**config.mk**
```make
export PLATFORM = sky130hd
export DESIGN_NAME = mcse_bus_arbiter
export DESIGN_NICKNAME = d
export VERILOG_FILES = /design/src/rtl/mcse_bus_arbiter.sv
export SDC_FILE = /design/constraint.sdc
export NUM_CORES = 1
export LEC_CHECK = 0
export ABC_AREA = 1
export BUFFER_PORTS_ARGS = -buffer_cell sky130_fd_sc_hd__buf_4
export CORE_AREA = 2 2 665 667
export DETAILED_ROUTE_END_ITERATION = 8
export DIE_AREA = 0 0 667 669
export PLACE_DENSITY = 0.3
export SYNTH_ARGS = -nofsm -noshare
export SYNTH_HDL_FRONTEND = slang
export SYNTH_SLANG_ARGS = --single-unit
```
**constraint.sdc**
```tcl
create_clock -name clk -period 21.4 [get_ports clk]
set_input_delay 1.07 -clock clk [delete_from_list [all_inputs] [get_ports clk]]
set_output_delay 1.07 -clock clk [all_outputs]
set_load 0.005 [all_outputs]
```
**src/rtl/mcse_bus_arbiter.sv**
```systemverilog
// mcse_bus_arbiter
// Round-robin arbiter that lets NREQ requesters share a single AHB payload
// engine. One transaction is in flight at a time. Each transaction moves
// through four states: IDLE (arbitrate), ISSUE (start pulse), WAIT (engine
// busy, timeout counting) and RESP (completion pulse to the owner).
//
// Ports
//   clk, rst          single clock; asynchronous active-high reset
//   req_go            per-requester request level
//   req_addr          packed addresses; requester i occupies slice i
//   req_write         packed write payloads; requester i occupies slice i
//   req_RW            per-requester direction (1 = write, 0 = read)
//   req_done          one-hot completion pulse to the owning requester
//   req_err           timeout flag, pulses together with req_done
//   req_rdData        read data, valid while any req_done bit is high
//   bus_go            one-cycle start pulse to the engine
//   bus_addr/write/RW transaction fields latched at grant
//   bus_done          engine completion pulse (only honoured in WAIT)
//   bus_rdData        engine read data, valid with bus_done
//   grant_id          current owner
//   busy              high whenever the FSM is not in IDLE
module mcse_bus_arbiter #(
  parameter int NREQ               = 3,
  parameter int pAHB_ADDR_WIDTH    = 32,
  parameter int pPAYLOAD_SIZE_BITS = 256,
  parameter int TIMEOUT_CYCLES     = 1024
) (
  input  logic                                 clk,
  input  logic                                 rst,
  input  logic [NREQ-1:0]                      req_go,
  input  logic [NREQ*pAHB_ADDR_WIDTH-1:0]      req_addr,
  input  logic [NREQ*pPAYLOAD_SIZE_BITS-1:0]   req_write,
  input  logic [NREQ-1:0]                      req_RW,
  output logic [NREQ-1:0]                      req_done,
  output logic [NREQ-1:0]                      req_err,
  output logic [pPAYLOAD_SIZE_BITS-1:0]        req_rdData,
  output logic                                 bus_go,
  output logic [pAHB_ADDR_WIDTH-1:0]           bus_addr,
  output logic [pPAYLOAD_SIZE_BITS-1:0]        bus_write,
  output logic                                 bus_RW,
  input  logic                                 bus_done,
  input  logic [pPAYLOAD_SIZE_BITS-1:0]        bus_rdData,
  output logic [$clog2(NREQ)-1:0]              grant_id,
  output logic                                 busy
);

  localparam int GW = $clog2(NREQ);
  localparam int CW = $clog2(TIMEOUT_CYCLES);

  typedef enum logic [1:0] {
    S_IDLE,
    S_ISSUE,
    S_WAIT,
    S_RESP
  } state_t;

  state_t          state;
  state_t          state_nxt;
  logic [GW-1:0]   rr_ptr;
  logic [CW-1:0]   tmo_cnt;
  logic            err_flag;
  logic            tmo_hit;
  logic            pick_valid;
  logic [GW-1:0]   pick_id;

  // Round-robin search: the first set request at or after rr_ptr wins.
  // Scanning offsets from the far end down lets the nearest hit overwrite
  // any farther one, so no priority chain needs to be built explicitly.
  // NOTE: every signal assigned in an always_comb gets a default first so
  // no path through the block can leave it unassigned and infer a latch.
  always_comb begin
    pick_valid = 1'b0;
    pick_id    = '0;
    for (int k = NREQ - 1; k >= 0; k--) begin
      int idx;
      idx = (int'(rr_ptr) + k) % NREQ;
      if (req_go[idx]) begin
        pick_valid = 1'b1;
        pick_id    = GW'(idx);
      end
    end
  end

  assign tmo_hit = (tmo_cnt == CW'(TIMEOUT_CYCLES - 1));

  // NOTE: state registers use non-blocking assignments so every flop
  // samples pre-edge values, independent of statement order.
  always_ff @(posedge clk or posedge rst) begin
    if (rst) begin
      state      <= S_IDLE;
      rr_ptr     <= '0;
      grant_id   <= '0;
      tmo_cnt    <= '0;
      err_flag   <= 1'b0;
      bus_addr   <= '0;
      bus_write  <= '0;
      bus_RW     <= 1'b0;
      req_rdData <= '0;
    end else begin
      state <= state_nxt;
      case (state)
        S_IDLE: begin
          // Transaction fields are captured once here and then held
          // untouched until the next grant.
          if (pick_valid) begin
            grant_id  <= pick_id;
            bus_addr  <= req_addr[pick_id*pAHB_ADDR_WIDTH +: pAHB_ADDR_WIDTH];
            bus_write <= req_write[pick_id*pPAYLOAD_SIZE_BITS +: pPAYLOAD_SIZE_BITS];
            bus_RW    <= req_RW[pick_id];
          end
        end
        S_ISSUE: begin
          tmo_cnt <= '0;
        end
        S_WAIT: begin
          // A completion on the same edge as the final count wins over
          // the timeout.
          if (bus_done) begin
            req_rdData <= bus_rdData;
          end else if (tmo_hit) begin
            req_rdData <= '0;
            err_flag   <= 1'b1;
          end else begin
            tmo_cnt <= tmo_cnt + CW'(1);
          end
        end
        S_RESP: begin
          // The requester just served gets the lowest priority next time.
          rr_ptr   <= (grant_id == GW'(NREQ - 1)) ? '0 : grant_id + GW'(1);
          err_flag <= 1'b0;
        end
        default: ;
      endcase
    end
  end

  // Next-state logic. Outputs decode the registered state, so reset
  // clears them immediately without waiting for a clock.
  always_comb begin
    state_nxt = state;
    bus_go    = 1'b0;
    busy      = 1'b1;
    req_done  = '0;
    req_err   = '0;
    case (state)
      S_IDLE: begin
        busy = 1'b0;
        if (pick_valid) state_nxt = S_ISSUE;
      end
      S_ISSUE: begin
        bus_go    = 1'b1;
        state_nxt = S_WAIT;
      end
      S_WAIT: begin
        if (bus_done || tmo_hit) state_nxt = S_RESP;
      end
      S_RESP: begin
        req_done  = NREQ'(1) << grant_id;
        if (err_flag) req_err = NREQ'(1) << grant_id;
        state_nxt = S_IDLE;
      end
      default: begin
        state_nxt = S_IDLE;
      end
    endcase
  end

endmodule
```
# Word level (Yosys, flattened, before mapping)
# Index checks and enable logic that the tools add are counted.
[totals]
regBits = 562
in_bits = 1129
[op_classes]
n_reduce_logical = 10
shifts = 3
n_lt_le_gt_ge = 4
n_eq_ne = 10
div_mod_pow = 3
mux = 34
addsub = 4
[ops]
columns = ["op", "count"]
rows = [
  ["$shiftx A768 B11 Y256", 1],
  ["$mux W256", 2],
  ["$lt A32 B4 Y1 const B", 3],
  ["$shiftx A96 B8 Y32", 1],
  ["$mod A32 B3 Y32 const B", 2],
  ["$mod A3 B3 Y32 const B", 1],
  ["$mux W10", 2],
  ["$pmux W10 S2", 1],
  ["$mux W1", 14],
  ["$mux W2", 6],
  ["$add A10 B1 Y10 const B", 1],
  ["$eq A10 B10 Y1 const B", 1],
  ["$ne A2 B2 Y1 const B", 5],
  ["$mux W3", 3],
  ["$bmux W1 S2", 4],
  ["$pmux W2 S4", 1],
  ["$eq A2 B2 Y1 const B", 3],
  ["$reduce_and A2 Y1", 3],
  ["$reduce_and A3 Y1", 2],
  ["$reduce_bool A2 Y1", 3],
  ["$add A2 B1 Y3 const B", 1],
  ["$add A2 B2 Y3 const B", 1],
  ["$lt A2 B3 Y1 const B", 1],
  ["$shl A1 B2 Y3 const A", 1],
  ["5 further kinds", 5],
]

# Logic depth before layout (Yosys ltp)
[depth]
word_depth = 10
mapped_depth = 15
mapped_depth_nobuf = 13

# Worst setup path after synthesis
# No wires, ideal clock.
[synth_timing]
kind = "input -> register"
start = "input port req_go[2]"
end = "register bus_write[10]"
required_ns = 21.276
path_slack_ns = 18.975
path_buffers = 3
path_stages = 10
arrival_ns = 2.301
path_cell_list = "inv_1 o21ai_1 nand2_2 nand3_1 nand2_2 buf_4 buf_2 buf_2 a22oi_1 nand2_1"
[synth_between]
elab_chain_len = 7
elab_cells_between_ends = 17
cone_classes = "1 x shift; 15 x mux; 1 x reduce/logical"
[synth_lines]
columns = ["item", "line", "text"]
rows = [
  ["start, declared", "30", "input logic [NREQ-1:0] req_go,"],
  ["$bmux W1 S2", "77", "if (req_go[idx]) begin"],
  ["$mux W1 (not written as such) (2 in a row)", "77", ""],
  ["$mux W2 or $mux W1 (tied branches) (3 in a row)", "77", ""],
  ["$shiftx A768 B11 Y256 or $reduce_and A2 Y1 (tied branches)", "--", ""],
  ["end signal, assigned", "108", "bus_write <= req_write[pick_id*pPAYLOAD_SIZE_BITS +: pPAYLOAD_SIZE_BITS];"],
  ["end, declared", "39", "output logic [pPAYLOAD_SIZE_BITS-1:0] bus_write,"],
]
# Parallel ways exist; a longest one is shown, timed or not. The select of a mux whose other input is x is not followed.
# A chain may end at the register's enable or synchronous reset.

# Final worst setup path
[layout_timing]
start = "register rr_ptr[1]"
end = "register bus_write[166]"
[layout_between]
elab_chain_len = 9
elab_cells_between_ends = 22
cone_classes = "2 x add/sub; 3 x div; 1 x shift; 15 x mux; 1 x reduce/logical"
[layout_lines]
columns = ["item", "line", "text"]
rows = [
  ["start, declared", "59", "logic [GW-1:0] rr_ptr;"],
  ["start signal, assigned", "129", "rr_ptr <= (grant_id == GW'(NREQ - 1)) ? '0 : grant_id + GW'(1);"],
  ["$add A2 B2 Y3", "76", "idx = (int'(rr_ptr) + k) % NREQ;"],
  ["$mod A32 B3 Y32", "76", ""],
  ["$bmux W1 S2", "77", ""],
  ["$mux W1 (not written as such) (2 in a row)", "77", ""],
  ["$mux W2 or $mux W1 (tied branches) (3 in a row)", "77", ""],
  ["$shiftx A768 B11 Y256 or $reduce_and A2 Y1 (tied branches)", "--", ""],
]
# Parallel ways exist; a longest one is shown, timed or not. The select of a mux whose other input is x is not followed.

==> metrics list <==
* Run status: finished clean
- The first global-routing pass estimated approximately 380 mm of wire.
- Final wirelength: approximately 300 mm
- Cell Area, Synth: ~30000 sq um
- Cell area after placement: 48820 sq um
- After the first detailed-routing iteration, the DRC count stood at ~2200.
- Synth warn: 0
- Avg Inst Size Synth: approximately 7.5 sq um
- On the final layout, the worst hold slack is 0.3116 ns.
* Max Clk Rate: about 190 MHz
* Fraction of the yosys area taken by sequential cells: 0.4734
- Worst IR drop on VDD: approximately 0.18 mV
- STA classifies the critical path startpoint as a register.
- Number of buffers created by CTS: between 90 and 100
* Worst hold path type: in2async
* Placeable Area: around 440000 sq um
- After legalization and detailed placement, the total HPWL measured ~260 mm.
* Synthesized netlist cell count: approximately 4000
* Overflow after GRT: 0
- The clock passes through at most 4 buffers.
* Clock H-tree levels: 3
- At the end of routability-driven placement, the weighted congestion stood at 0.9407.
* Die Ht: 669 um
- Setup slack on the worst reg-to-reg path comes out at ~16 ns.
- Critical Path End Type: register
* Static leakage: 25.42 nW
* Proportion of layout cells with a drive suffix above 1: 0.3429
* Minimum clock period after layout: between 5 and 6 ns
- The worst setup path is of the reg2reg kind.
- Total of flip-flops plus latches after synthesis: 562
- WP data required: 22.14 ns
- Depth of the most critical reg-to-reg path: 16
- The startpoint identified for the worst register-to-register timing path is rr_ptr[1].
* Count of buffers inserted at the top-level ports: ~1700
* Worst-path maximum fanout: 92
- Effective utilization at floorplan: 0.06758
* Worst-Margin Slew: around 1.5 ns
- Summed over all instances, the cell type with the most area after synthesis is sky130_fd_sc_hd__dfrtp_1.
- Summing all non-filler instances in the final layout gives an area of 52100 sq um.
* Terminus of the critical flop-to-flop path: bus_write[166]
* Max Clock Skew: ~0.036 ns
* Clock latency of the later-clocked register in the worst-skew pair: about 0.83 ns
- Unique masters post-synth: 31
- The number of antenna violations at the first check in global routing was between 150 and 200.
- CTS sink cnt: 562
- Dividing the detail-routed wire length by the instance count gives roughly 27 um.
- Net count, final: about 6600
- Setup Buffers After CTS: 0
- Buffer cell driving the clock tree root: sky130_fd_sc_hd__clkbuf_16
* Post-CTS Hold Buffers: 0
* Clock transition at the registers of the reported paths: around 0.060 ns
* Remaining routing DRC violations: 0
- Setup violations remaining at the end of the flow were counted as 0.
- Part of the cycle the worst path needs: 0.2491
- Dividing the detail-routed via count by the number of cells gives 3.152.
- Layout overhead on the synthesized area: 75.36%
- Slew margin rel.: 0.02007
* Cell Rows: roughly 240
- Routed Antenna Nets: 0
* Global-route usage over all layers: 0.1296
- Power spread over the standard cell area amounts to 156.5 nW/um^2.
- Total Die Area: around 450000 sq um
* Fraction of synthesized cell area taken by the top area cell type: 0.4734
- STA puts the critical path data arrival time at between 6 and 7 ns.
* Total Neg Setup Slack: 0 ns
- Fill cells in the final layout number between 50000 and 60000.
- The final count of hold timing violations was 0.
* Ranking of synthesized cells by area: sky130_fd_sc_hd__dfrtp_1 47%, sky130_fd_sc_hd__nand3_1 13%, sky130_fd_sc_hd__nand2_1 11%
- Horizontal extent of the die: 667 um
* Number of max-slew violations in the final report: 0
- Max-cap violations in this run came to 0.
- Total vias in the final route: 35941
* Number of global-route vias before repair: ~37000
- Largest net degree at the start of global routing: between 150 and 200
- Post-cts resize count: 0
- Total iterations of the first detailed-routing run: 6
- TritonCTS built the clock tree.
* Io pins: 1684
- Setup repair after global routing left no endpoint under its margin.
* Synthesized net count: a little over 5000
==> cells in the mapped netlist <==
| cell type | instances |
|---|---|
| sky130_fd_sc_hd__xor2_1 | 5 |
| sky130_fd_sc_hd__nand2_2 | 4 |
| sky130_fd_sc_hd__buf_2 | 85 |
| sky130_fd_sc_hd__inv_1 | 538 |
| sky130_fd_sc_hd__nor2_1 | 123 |
| sky130_fd_sc_hd__or2_2 | 7 |
| sky130_fd_sc_hd__nand2_1 | 866 |
| sky130_fd_sc_hd__a21oi_1 | 116 |
| sky130_fd_sc_hd__nor4_1 | 2 |
| sky130_fd_sc_hd__clkbuf_1 | 192 |
| sky130_fd_sc_hd__a22oi_1 | 179 |
| sky130_fd_sc_hd__nand4_1 | 3 |
| sky130_fd_sc_hd__or2_1 | 34 |
| sky130_fd_sc_hd__nor2_4 | 1 |
| sky130_fd_sc_hd__clkbuf_2 | 1 |
| sky130_fd_sc_hd__a31oi_1 | 1 |
| sky130_fd_sc_hd__o21ai_0 | 271 |
| sky130_fd_sc_hd__a21oi_4 | 1 |
| sky130_fd_sc_hd__nor3_1 | 5 |
| sky130_fd_sc_hd__nand3_1 | 781 |
| sky130_fd_sc_hd__clkinv_1 | 1 |
| sky130_fd_sc_hd__nand3_2 | 1 |
| sky130_fd_sc_hd__o21ai_1 | 2 |
| sky130_fd_sc_hd__inv_2 | 6 |
| sky130_fd_sc_hd__buf_1 | 24 |
| sky130_fd_sc_hd__or2_0 | 137 |
| sky130_fd_sc_hd__ha_1 | 8 |
| sky130_fd_sc_hd__buf_4 | 6 |
| sky130_fd_sc_hd__o22ai_1 | 2 |
| sky130_fd_sc_hd__o31ai_1 | 1 |
| sky130_fd_sc_hd__dfrtp_1 | 562 |
==> area by class of cell <==
| cell class | instances | area (sq um) | area share |
|---|---|---|---|
| Sequential cell | 562 | 14060 | 0.2699 |
| Timing Repair Buffer | 1732 | 13050 | 0.2504 |
| Multi-Input combinational cell | 2550 | 12390 | 0.2378 |
| Tap cell | 5781 | 7233 | 0.1388 |
| Clock buffer | 130 | 2698 | 0.05178 |
| Inverter | 545 | 2081 | 0.03994 |
| Clock inverter | 30 | 401.6 | 0.007709 |
| Antenna cell | 74 | 185.2 | 0.003554 |
==> placed cells by master, fill, tap and decap left out, drive strengths merged, types with 8 or more instances in the layout <==
| master | netlist | layout |
|---|---|---|
| diode | 0 | 74 |
| nand2 | 870 | 870 |
| a22oi | 179 | 179 |
| o21ai | 273 | 273 |
| nand3 | 782 | 782 |
| bufinv | 0 | 8 |
| a21oi | 117 | 117 |
| clkinv | 1 | 17 |
| inv | 544 | 547 |
| nor2 | 124 | 124 |
| or2 | 178 | 178 |
| dfrtp | 562 | 562 |
| ha | 8 | 8 |
| clkbuf | 193 | 130 |
| buf | 115 | 1732 |
==> critical path: stages (launching register included) <==
cell and delay, ns:
sky130_fd_sc_hd__dfrtp_1 0.40, sky130_fd_sc_hd__inv_1 0.08, sky130_fd_sc_hd__ha_1 0.22, sky130_fd_sc_hd__inv_2 0.09
sky130_fd_sc_hd__nand2_1 0.06, sky130_fd_sc_hd__nand3_1 0.08, sky130_fd_sc_hd__nand2_1 0.16, sky130_fd_sc_hd__inv_2 0.10
sky130_fd_sc_hd__nand3_1 0.23, sky130_fd_sc_hd__nand2_8 0.16, sky130_fd_sc_hd__buf_4 0.34, sky130_fd_sc_hd__buf_4 0.36
sky130_fd_sc_hd__a21oi_4 0.75, sky130_fd_sc_hd__buf_12 0.43, sky130_fd_sc_hd__buf_4 0.82, sky130_fd_sc_hd__nand3_1 0.42
sky130_fd_sc_hd__nand2_1 0.16
==> stage by stage <==
step	setup slack [ns]	utilization	total power, mW	cells
floorplan	4.613	-	4.022	3965
global placement	15.48	0.1110	6.680	11170
detailed placement	15.45	0.1110	6.703	11170
CTS	15.86	0.1181	8.399	11330
global route	15.69	0.1183	8.773	11365
finish	16.07	0.1185	8.153	11404
==> layer usage <==
layer / up-vias / global-route usage / part of all wire
met3: 460 / 0.04394 / 0.084
met4: 96 / 0.04127 / 0.035
li1: 15899 / - / -
met5: - / 0 / 0.0020
met2: 1523 / 0.2275 / 0.50
met1: 17963 / 0.1468 / 0.38
==> state kept, by name, indices dropped and copies added (netlist names) <==
| name | count |
|---|---|
| req_rdData | 256 |
| bus_addr | 32 |
| rr_ptr | 2 |
| err_flag | 1 |
| tmo_cnt | 10 |
| grant_id | 2 |
| state | 2 |
| bus_write | 256 |
| bus_RW | 1 |
==> cell families after synthesis <==
| family | after synthesis | synth area share |
|---|---|---|
| buffers and inverters | 853 | 0.1121 |
| adders and majority gates | 8 | 0.003369 |
| AOI/OAI and AO/OA | 573 | 0.1122 |
| xor gates and xnor gates | 5 | 0.001474 |
| DFF | 562 | 0.4734 |
| and+or+nand+nor | 1964 | 0.2975 |
==> worst max-delay path by stage <==
stage | startpoint | end | slack [ns] | depth (start not counted)
6_report | rr_ptr[1] | bus_write[166] | 16.07 | 16
5_1_grt | rr_ptr[1] | bus_write[166] | 15.69 | 16
4_1_cts | rr_ptr[1] | bus_write[11] | 15.86 | 16
3_5_place_dp | req_go[1] | bus_write[11] | 15.45 | 15
3_3_place_gp | req_go[1] | bus_write[11] | 15.48 | 15
2_1_floorplan | rst | bus_RW | 4.61 | 1
==> where the power goes <==
group	switching, mW	total [mW]	internal, mW	leakage (nW)
sequential	0.388	1.98	1.59	6.82
clock	0.646	1.62	0.970	1.52
combinational	3.00	4.55	1.56	17.1
Power figures use the tool's default switching activity.
